==> config.mk <==
export PLATFORM = sky130hd
export DESIGN_NAME = vga_timing_gen
export DESIGN_NICKNAME = d
export VERILOG_FILES = /design/src/rtl/vga_timing_gen_pkg.sv /design/src/rtl/vga_timing_gen_axis_counter.sv /design/src/rtl/vga_timing_gen.sv
export SDC_FILE = /design/constraint.sdc
export NUM_CORES = 1
export LEC_CHECK = 0
export CELL_PAD_IN_SITES_DETAIL_PLACEMENT = 0
export CELL_PAD_IN_SITES_GLOBAL_PLACEMENT = 2
export CORE_MARGIN = 2
export CORE_UTILIZATION = 35
export CTS_CLUSTER_DIAMETER = 50
export DETAILED_ROUTE_END_ITERATION = 12
export PLACE_DENSITY = 0.79
export SLEW_MARGIN = 20
export SYNTH_ARGS = -nofsm -noshare
export SYNTH_HDL_FRONTEND = slang
export SYNTH_SLANG_ARGS = --single-unit
==> constraint.sdc <==
create_clock -name clk50M -period 3 [get_ports clk50M]
set_input_delay 0.45 -clock clk50M [delete_from_list [all_inputs] [get_ports clk50M]]
set_output_delay 0.45 -clock clk50M [all_outputs]
set_load 0.02 [all_outputs]
==> src/rtl/vga_timing_gen_pkg.sv <==
// Shared raster timing constants for the VGA timing generator.
// Holds the 800x600@72 and 640x480@60 presets plus a total-length helper.
package vga_timing_gen_pkg;

    // 800x600 @ 72 Hz, 50 MHz pixel clock
    localparam int SVGA_H_SYNC   = 120;
    localparam int SVGA_H_BP     = 64;
    localparam int SVGA_H_ACTIVE = 800;
    localparam int SVGA_H_FP     = 56;
    localparam int SVGA_V_SYNC   = 6;
    localparam int SVGA_V_BP     = 23;
    localparam int SVGA_V_ACTIVE = 600;
    localparam int SVGA_V_FP     = 37;

    // 640x480 @ 60 Hz, 25 MHz pixel clock
    localparam int VGA_H_SYNC    = 96;
    localparam int VGA_H_BP      = 48;
    localparam int VGA_H_ACTIVE  = 640;
    localparam int VGA_H_FP      = 16;
    localparam int VGA_V_SYNC    = 2;
    localparam int VGA_V_BP      = 33;
    localparam int VGA_V_ACTIVE  = 480;
    localparam int VGA_V_FP      = 10;

    // Full period of one axis: sync + back porch + active + front porch
    function automatic int axis_total(input int s, input int bp,
                                      input int a, input int fp);
        return s + bp + a + fp;
    endfunction

endpackage

==> src/rtl/vga_timing_gen_axis_counter.sv <==
// One raster axis: wrapping position counter with sync level,
// active-window flag and active-relative address.
module vga_axis_counter #(
    parameter int   TOTAL  = 1040,
    parameter int   SYNC   = 120,
    parameter int   BP     = 64,
    parameter int   ACTIVE = 800,
    parameter logic POL    = 1'b0,
    parameter int   CNT_W  = 12
) (
    input  logic             clk50M,
    input  logic             rst_n,
    input  logic             step_i,
    output logic [CNT_W-1:0] cnt_o,
    output logic             sync_o,
    output logic             act_o,
    output logic [CNT_W-1:0] addr_o
);

    localparam logic [CNT_W-1:0] LAST     = CNT_W'(TOTAL - 1);
    localparam logic [CNT_W-1:0] SYNC_END = CNT_W'(SYNC);
    localparam logic [CNT_W-1:0] ACT_LO   = CNT_W'(SYNC + BP);
    localparam logic [CNT_W-1:0] ACT_HI   = CNT_W'(SYNC + BP + ACTIVE);

    logic [CNT_W-1:0] cnt_q, cnt_d;

    // Advance one position per step, wrapping at the end of the period
    always_comb begin
        cnt_d = cnt_q;
        if (step_i) begin
            cnt_d = (cnt_q == LAST) ? '0 : cnt_q + CNT_W'(1);
        end
    end

    // Position register
    always_ff @(posedge clk50M or negedge rst_n) begin
        if (!rst_n) begin
            cnt_q <= '0;
        end else begin
            cnt_q <= cnt_d;
        end
    end

    assign cnt_o  = cnt_q;
    assign sync_o = (cnt_q < SYNC_END) ? POL : ~POL;
    assign act_o  = (cnt_q >= ACT_LO) && (cnt_q < ACT_HI);
    assign addr_o = act_o ? cnt_q - ACT_LO : '0;

endmodule

==> src/rtl/vga_timing_gen.sv <==
// VGA/SVGA raster timing generator: pixel divider, h/v axis counters,
// registered sync/enable/address outputs and line/frame strobes.
module vga_timing_gen
    import vga_timing_gen_pkg::*;
#(
    parameter int   CLK_DIV  = 1,
    parameter int   H_SYNC   = SVGA_H_SYNC,
    parameter int   H_BP     = SVGA_H_BP,
    parameter int   H_ACTIVE = SVGA_H_ACTIVE,
    parameter int   H_FP     = SVGA_H_FP,
    parameter int   V_SYNC   = SVGA_V_SYNC,
    parameter int   V_BP     = SVGA_V_BP,
    parameter int   V_ACTIVE = SVGA_V_ACTIVE,
    parameter int   V_FP     = SVGA_V_FP,
    parameter logic HS_POL   = 1'b0,
    parameter logic VS_POL   = 1'b0,
    parameter int   CNT_W    = 12
) (
    input  logic             clk50M,
    input  logic             rst_n,
    input  logic             en,
    output logic             hs,
    output logic             vs,
    output logic             de,
    output logic [CNT_W-1:0] h_addr,
    output logic [CNT_W-1:0] v_addr,
    output logic             line_start,
    output logic             frame_start
);

    localparam int H_TOTAL = axis_total(H_SYNC, H_BP, H_ACTIVE, H_FP);
    localparam int V_TOTAL = axis_total(V_SYNC, V_BP, V_ACTIVE, V_FP);
    localparam int DIV_W   = (CLK_DIV > 1) ? $clog2(CLK_DIV) : 1;

    localparam logic [DIV_W-1:0] DIV_LAST = DIV_W'(CLK_DIV - 1);
    localparam logic [CNT_W-1:0] H_LAST   = CNT_W'(H_TOTAL - 1);

    logic [DIV_W-1:0] div_q, div_d;
    logic             pix_en;

    logic [CNT_W-1:0] h_cnt, v_cnt, h_ad, v_ad;
    logic             h_sync, v_sync, h_act, v_act;
    logic             v_step;

    logic             hs_q, hs_d, vs_q, vs_d, de_q, de_d;
    logic [CNT_W-1:0] ha_q, ha_d, va_q, va_d;
    logic             ls_q, ls_d, fs_q, fs_d;

    assign pix_en = en && (div_q == '0);
    assign v_step = pix_en && (h_cnt == H_LAST);

    // Divider phase only moves while running, so a freeze keeps the phase
    always_comb begin
        div_d = div_q;
        if (en) begin
            div_d = (div_q == DIV_LAST) ? '0 : div_q + DIV_W'(1);
        end
    end

    // Pixel-clock divider register
    always_ff @(posedge clk50M or negedge rst_n) begin
        if (!rst_n) begin
            div_q <= '0;
        end else begin
            div_q <= div_d;
        end
    end

    vga_axis_counter #(
        .TOTAL  (H_TOTAL),
        .SYNC   (H_SYNC),
        .BP     (H_BP),
        .ACTIVE (H_ACTIVE),
        .POL    (HS_POL),
        .CNT_W  (CNT_W)
    ) u_h (
        .clk50M (clk50M),
        .rst_n  (rst_n),
        .step_i (pix_en),
        .cnt_o  (h_cnt),
        .sync_o (h_sync),
        .act_o  (h_act),
        .addr_o (h_ad)
    );

    vga_axis_counter #(
        .TOTAL  (V_TOTAL),
        .SYNC   (V_SYNC),
        .BP     (V_BP),
        .ACTIVE (V_ACTIVE),
        .POL    (VS_POL),
        .CNT_W  (CNT_W)
    ) u_v (
        .clk50M (clk50M),
        .rst_n  (rst_n),
        .step_i (v_step),
        .cnt_o  (v_cnt),
        .sync_o (v_sync),
        .act_o  (v_act),
        .addr_o (v_ad)
    );

    // Outputs sample the counters on pixel ticks; strobes drop otherwise
    always_comb begin
        hs_d = hs_q;
        vs_d = vs_q;
        de_d = de_q;
        ha_d = ha_q;
        va_d = va_q;
        ls_d = 1'b0;
        fs_d = 1'b0;
        if (pix_en) begin
            hs_d = h_sync;
            vs_d = v_sync;
            de_d = h_act && v_act;
            ha_d = (h_act && v_act) ? h_ad : '0;
            va_d = (h_act && v_act) ? v_ad : '0;
            ls_d = (h_cnt == '0);
            fs_d = (h_cnt == '0) && (v_cnt == '0);
        end
    end

    // Output registers
    always_ff @(posedge clk50M or negedge rst_n) begin
        if (!rst_n) begin
            hs_q <= ~HS_POL;
            vs_q <= ~VS_POL;
            de_q <= 1'b0;
            ha_q <= '0;
            va_q <= '0;
            ls_q <= 1'b0;
            fs_q <= 1'b0;
        end else begin
            hs_q <= hs_d;
            vs_q <= vs_d;
            de_q <= de_d;
            ha_q <= ha_d;
            va_q <= va_d;
            ls_q <= ls_d;
            fs_q <= fs_d;
        end
    end

    assign hs          = hs_q;
    assign vs          = vs_q;
    assign de          = de_q;
    assign h_addr      = ha_q;
    assign v_addr      = va_q;
    assign line_start  = ls_q;
    assign frame_start = fs_q;

endmodule

======== Yosys cells after proc, flatten, opt, wreduce, memory -nomap -nowiden ========
Cells that the tools add are included.
W data, S select, Z words.
storage, ports and cells
  bits in registers ....................... 54
  bits of input ports ..................... 3
  output and inout port bits .............. 29
  word-level logic and storage cells ...... 43
operators by class
  add/subtract/negate cells ............... 5
  magnitude comparators ................... 6
  equality and inequality tests ........... 2
  mux-type cells .......................... 11
  bitwise operators ....................... 1
  reductions and logical operators ........ 8
operator list
  operator                 count
  $mux W12                 6
  $add A12 B1 Y12 const B  2
  $logic_not A12 Y1        2
  $lt A12 B10 Y1 const B   2
  $eq A12 B10 Y1 const B   1
  $eq A12 B11 Y1 const B   1
  $ge A12 B5 Y1 const B    1
  $ge A12 B8 Y1 const B    1
  $lt A12 B3 Y1 const B    1
  $lt A12 B7 Y1 const B    1
  $sub A12 B5 Y12 const B  1
  $sub A12 B8 Y12 const B  1
  $logic_and A1 B1 Y1      6
  $mux W1                  5
  $add A1 B1 Y1 const B    1
  $not A1 Y1               1

======== Logic depth before layout (Yosys ltp) ========
  word-level depth ........................ 4
  depth in mapped cells ................... 7
  mapped depth without buffers ............ 6

======== Modules after synthesis ========
From an unflattened synthesis, not the netlist that was laid out.
unflattened totals
  cells, all modules ...................... 295
  area total of the unflattened synthesis .. 3027.9 µm²
by module, submodules not included
  module                   instances  cells an instance  area an instance (µm²)  sequential area each (µm²)
  vga_timing_gen           1          76                 1106.1                  728.2
  vga_axis_counter at u_v  1          116                992.2                   300.3
  vga_axis_counter at u_h  1          103                929.6                   300.3

======== Worst setup path after synthesis ========
No wires, ideal clock.
  path type ............................... register -> register
  start point ............................. reg u_v.cnt_q[8], in the netlist u_v.cnt_o[8]
  end point ............................... reg ha_q[5], in the netlist h_addr[5]
  arrival time ............................ 2.076 ns
  slack ................................... 0.783 ns
  cell stages (with the launch flop) ...... 7
  buffers on the path ..................... 2
  period minus slack after synthesis ...... 2.217 ns
  path through ............................ dfrtp_1 > buf_2 > or4_1 > or4_1 > o211ai_2 > buf_4 > o32ai_1
between the ends
  word-level cells in the longest chain between the ends .. 4
RTL lines
  element                                          line                               source
  start, declared                                  vga_timing_gen_axis_counter.sv:25  logic [CNT_W-1:0] cnt_q, cnt_d;
  start signal, assigned                           vga_timing_gen_axis_counter.sv:40  cnt_q <= cnt_d;
  $ge A12 B5 Y1 or $lt A12 B10 Y1 (tied branches)  vga_timing_gen_axis_counter.sv:46  assign act_o = (cnt_q >= ACT_LO) && (cnt_q < ACT_HI);
  $logic_and A1 B1 Y1 (*)                          vga_timing_gen_axis_counter.sv:46
  $logic_and A1 B1 Y1 (*)                          vga_timing_gen.sv:116              ha_d = (h_act && v_act) ? h_ad : '0;
  $mux W12 (*)                                     vga_timing_gen.sv:116
  end signal, assigned                             vga_timing_gen.sv:129              ha_q <= '0;
  end signal, assigned                             vga_timing_gen.sv:137              ha_q <= ha_d;
  end, declared                                    vga_timing_gen.sv:46               logic [CNT_W-1:0] ha_q, ha_d, va_q, va_d;
Mark *: on every way between the ends. The rest lies on a longest branch, timed or not.
A chain may end at the register's enable or synchronous reset.

======== Worst setup path in the final report ========
  start point ............................. reg u_v.cnt_q[7], in the netlist u_v.cnt_o[7]
  end point ............................... reg va_q[10], in the netlist v_addr[10]
between the ends
  word-level cells in the longest chain between the ends .. 4
RTL lines
  element                                          line                                                      source
  $ge A12 B5 Y1 or $lt A12 B10 Y1 (tied branches)  vga_timing_gen_axis_counter.sv:46
  $logic_and A1 B1 Y1                              vga_timing_gen_axis_counter.sv:46
  $mux W12 or $logic_and A1 B1 Y1 (tied branches)  vga_timing_gen_axis_counter.sv:47, vga_timing_gen.sv:117
  $mux W12 (*)                                     vga_timing_gen.sv:117                                     va_d = (h_act && v_act) ? v_ad : '0;
  end signal, assigned                             vga_timing_gen.sv:138                                     va_q <= va_d;
  end, declared                                    vga_timing_gen.sv:46
Marked as above.

==> results.md <==
| Group | Metric | This run |
|---|---|---|
| layout | Final net count | 340 |
| die | Width of the die | 96.3 µm |
| clock tree | Clock latency reported for the late side of the worst-skew pair | 0.31 ns |
| setup path | Worst setup EP type | register |
| global route | GRT Resource Usage Total | 0.172 |
| global route | Pin count of the biggest net entering global routing | 34 |
| clock tree | Root buffer selected by CTS | sky130_fd_sc_hd__clkbuf_8 |
| timing | Clock skew | 0.00616 ns |
| clock tree | Number of post-CTS setup repair buffers | 0 |
| synthesis | Number of flip-flops and latches in the synthesized netlist | 53 |
| layout | Leading cell type in the layout, fill and taps excluded | sky130_fd_sc_hd__dfrtp_1 |
| layout | Filler cells | 833 |
| die | Row count | 33 |
| timing | Setup repair after global routing missed its margin | false |
| timing | Fin crit period | 2.45 ns |
| layout | Highest-count cells in the layout ignoring fill and taps | 51 x sky130_fd_sc_hd__dfrtp_1, 36 x sky130_fd_sc_hd__inv_1, 30 x sky130_fd_sc_hd__clkdlybuf4s50_1, 24 x sky130_fd_sc_hd__o32ai_1, 18 x sky130_fd_sc_hd__nand2_1 |
| routing | Number of detailed-route iterations in the first pass | 4 |
| clock tree | TritonCTS clock tree | yes |
| timing | Slew @ Worst Pin | 0.563 ns |
| clock tree | Number of buffers on the longest clock path | 2 |
| clock tree | Hold bufs inserted after CTS | 0 |
| setup path | Depth of the critical timing path with buffers and inverters included | 5 |
| timing | Share of the clock period used by the worst path | 0.818 |
| clock tree | Number of buffers created by CTS | 5 |
| placed design | Final HPWL from detailed placement | 4960 µm |
| synthesis | Post-Synthesis Cell Area | 2980 µm² |
| setup path | Type of origin of the critical path | register |
| routing | Average wire length per cell after detail routing | 16.7 µm |
| synthesis | Async set-reset flop share out of synthesis | 1.00 |
| flow run | # Max-Cap Violations | 0 |
| routing | Residual DRC count | 0 |
| die | Placeable Area | 8260 µm² |
| setup path | Largest stage delay on the critical path | 0.62 ns |
| routing | Number of design-rule violations left by the first detailed-router iteration | 183 |
| global route | Vias in the first global route | 2,298 |
| power and ir drop | Power per standard cell area | 446 nW/µm² |
| placed design | Worst slack at placement | 0.577 ns |
| layout | Area growth syn-to-layout | 16.9% |
| clock tree | Clk pin slew, worst setup/hold paths | 0.10 ns |
| clock tree | Number of gates resized after CTS | 0 |
| setup path | Slowest cell on the critical path | sky130_fd_sc_hd__or4_1 |
| power and ir drop | Highest ir drop seen on vdd | 0.167 mV |
| routing | Antenna-violating nets left | 0 |
| synthesis | Synthesized Nets | 321 |
| timing | Worst setup margin | 0.545 ns |
| setup path | Series of cell instances along the critical path | or4_1, or4_1, o211ai_2, buf_4, o32ai_1 |
| run status | Outcome | complete, no violations |
| setup path | WP data required | 3.19 ns |
| die | Ports | 32 |
| routing | Number of vias in the routed layout | 2,339 |
| synthesis | Library cells used by synthesis | 48 |
| placed design | Routability congestion estimate | 0.848 |
| die | Effective utilization at floorplan | 0.361 |
| routing | Sum of routed wire length over all layers | 7280 µm |
| die | Chip Height | 96.3 µm |
| global route | Number of antenna violations at the first check in global routing | 0 |
| setup path | Critical Path Fanout Max | 25 |
| setup path | Critical R2R Launch | u_v.cnt_o[7] |
| synthesis | Number of synthesized flops with an enable pin | 0 |
| clock tree | Sinks on Clock Net | 53 |
| setup path | CP delay by family, top | simple AND/OR/NAND/NOR gates |
| timing | Minimum hold slack | 0.0848 ns |
| setup path | Critical path class | register to register |
| synthesis | Sequential share of the synthesized area | 0.445 |
| synthesis | Main synth FF type | sky130_fd_sc_hd__dfrtp_1 |
| setup path | Library cell appearing most often on the critical path | sky130_fd_sc_hd__or4_1 |
| power and ir drop | Static leakage power | 1.43 nW |
| setup path | R2R depth | 5 |
| layout | Fraction of final layout cells with drive strength greater than 1 | 0.0816 |
| layout | Core utilization of the finished layout | 0.422 |
| synthesis | Count of yosys warnings during synthesis | 0 |
| setup path | Origin of the worst setup path | u_v.cnt_o[7] |
| global route | Overflow left after global routing | 0 |
| layout | Number of antenna diodes | 0 |
| worst hold path | Kind of path behind the tightest hold check | input port to asynchronous set/reset pin |
| die | Area of the die | 9280 µm² |
| synthesis | Synthesized area divided by synthesized cell count | 9.59 µm² |
| setup path | Data arrival at the endpoint of the critical path | 2.64 ns |
| synthesis | Synth Instances | 311 |
| routing | Number of vias per cell after detailed routing | 5.36 |
| clock tree | Deepest level of the CTS H-tree | 2 |
| timing | Final setup vio count | 0 |
| timing | Max-slew violation count | 0 |
| setup path | Number of buffers and inverters on the critical path | 1 |
| timing | Worst relative slew slack | 0.615 |
| timing | Fmax | 0.407 GHz |
| global route | Global-route wire length before repair | 12,300 µm |
| timing | Final hold viol count | 0 |
| placed design | Port Buffers | 31 |
| power and ir drop | Power, Total | 0.00155 W |
| timing | Total negative setup slack | 0 ns |
-- metal layers --
metal | GRT usage | vias to the layer above | part of all wire
met4 | 0.0458 | 0 | 0.0089
met1 | 0.259 | 1137 | 0.53
met2 | 0.256 | 57 | 0.42
met3 | 0.0274 | 4 | 0.036
met5 | 0 | - | 0
li1 | - | 1141 | -
-- report_power, final --
group / switching (W) / internal, W / leakage (nW) / total (W)
Clock: 0.000239 / 0.000273 / 0.0585 / 0.000512
Sequential: 0.0000839 / 0.000751 / 0.708 / 0.000835
Combinational: 0.000117 / 0.0000896 / 0.664 / 0.000207
Total: 0.000440 / 0.00111 / 1.43 / 0.00155
-- cell type report --
cell class / count / area [µm²] / area share
Clock buffer: 7 / 86.3 / 0.0248
Clock inverter: 1 / 30.0 / 0.00861
Inverter: 36 / 135 / 0.0388
Multi-Input combinational cell: 193 / 1390 / 0.400
Sequential cell: 53 / 1330 / 0.381
Tap cell: 105 / 131 / 0.0377
Timing Repair Buffer: 41 / 380 / 0.109
-- worst register-to-register path: stages, from the launching register on --
cell	delay [ns]
sky130_fd_sc_hd__dfrtp_1	0.53
sky130_fd_sc_hd__or4_1	0.63
sky130_fd_sc_hd__or4_1	0.50
sky130_fd_sc_hd__o211ai_2	0.20
sky130_fd_sc_hd__buf_4	0.33
sky130_fd_sc_hd__o32ai_1	0.15
-- synthesized netlist by cell type, types with 2 or more instances --
library cell               instances  area (µm²)
sky130_fd_sc_hd__dfrtp_1          51        1280
sky130_fd_sc_hd__inv_1            36         135
sky130_fd_sc_hd__o32ai_1          25         219
sky130_fd_sc_hd__clkbuf_1         19        71.3
sky130_fd_sc_hd__nand2_1          18        67.6
sky130_fd_sc_hd__xnor2_1          16         140
sky130_fd_sc_hd__nand3_1          14        70.1
sky130_fd_sc_hd__nor2_1           13        48.8
sky130_fd_sc_hd__o21ai_0          12        60.1
sky130_fd_sc_hd__xor2_1           10        87.6
sky130_fd_sc_hd__and3_1            7        43.8
sky130_fd_sc_hd__buf_2             7        35.0
sky130_fd_sc_hd__ha_1              7        87.6
sky130_fd_sc_hd__mux2i_1           7        70.1
sky130_fd_sc_hd__a21oi_1           6        30.0
sky130_fd_sc_hd__nand4_1           6        37.5
sky130_fd_sc_hd__nor4_1            5        31.3
sky130_fd_sc_hd__a31oi_1           4        25.0
sky130_fd_sc_hd__and2_1            4        25.0
sky130_fd_sc_hd__and4_1            4        35.0
sky130_fd_sc_hd__and4b_1           3        30.0
sky130_fd_sc_hd__or4_1             3        22.5
sky130_fd_sc_hd__a21boi_0          2        15.0
sky130_fd_sc_hd__buf_4             2        15.0
sky130_fd_sc_hd__dfstp_2           2        52.6
sky130_fd_sc_hd__nor3_1            2        10.0
sky130_fd_sc_hd__nor4b_1           2        17.5
sky130_fd_sc_hd__nor4bb_1          2        20.0
sky130_fd_sc_hd__o22ai_1           2        12.5
sky130_fd_sc_hd__or3_1             2        12.5
-- path summary, 6_finish.rpt --
check	to	slack (ns)
min in group clk50M	vs	0.50
worst min register to register	vs	0.50
worst max-delay path	v_addr[10]	0.55
worst min-delay path	h_addr[0]	0.08
max in group asynchronous	h_addr[11]	2.11
worst max register to register	v_addr[10]	0.55
-- state kept, by name (all words and copies together), names as in the netlist --
register     count
line_start       1
hs               1
u_v.cnt_o       12
h_addr          12
de               1
frame_start      1
u_h.cnt_o       12
v_addr          12
vs               1
-- cell families (layout without fill, tap and decap cells) --
family	Yosys count	after routing	share of synthesized area
AO/OA/AOI/OAI	59	59	0.147
AND/OR/NAND/NOR	94	94	0.189
adder cells (fa/ha/maj)	7	7	0.0294
buffers and inverters	65	85	0.0898
XOR/XNOR	26	26	0.0763
multiplexers	7	7	0.0235
flip-flops	53	53	0.445
-- stage by stage --
stage	area (µm²)	instances
floorplan	2980	311
global placement	3370	428
detailed placement	3370	428
CTS	3490	436
global route	3490	436
finish	3490	436
No activity file was read; power rests on OpenSTA's default activity.
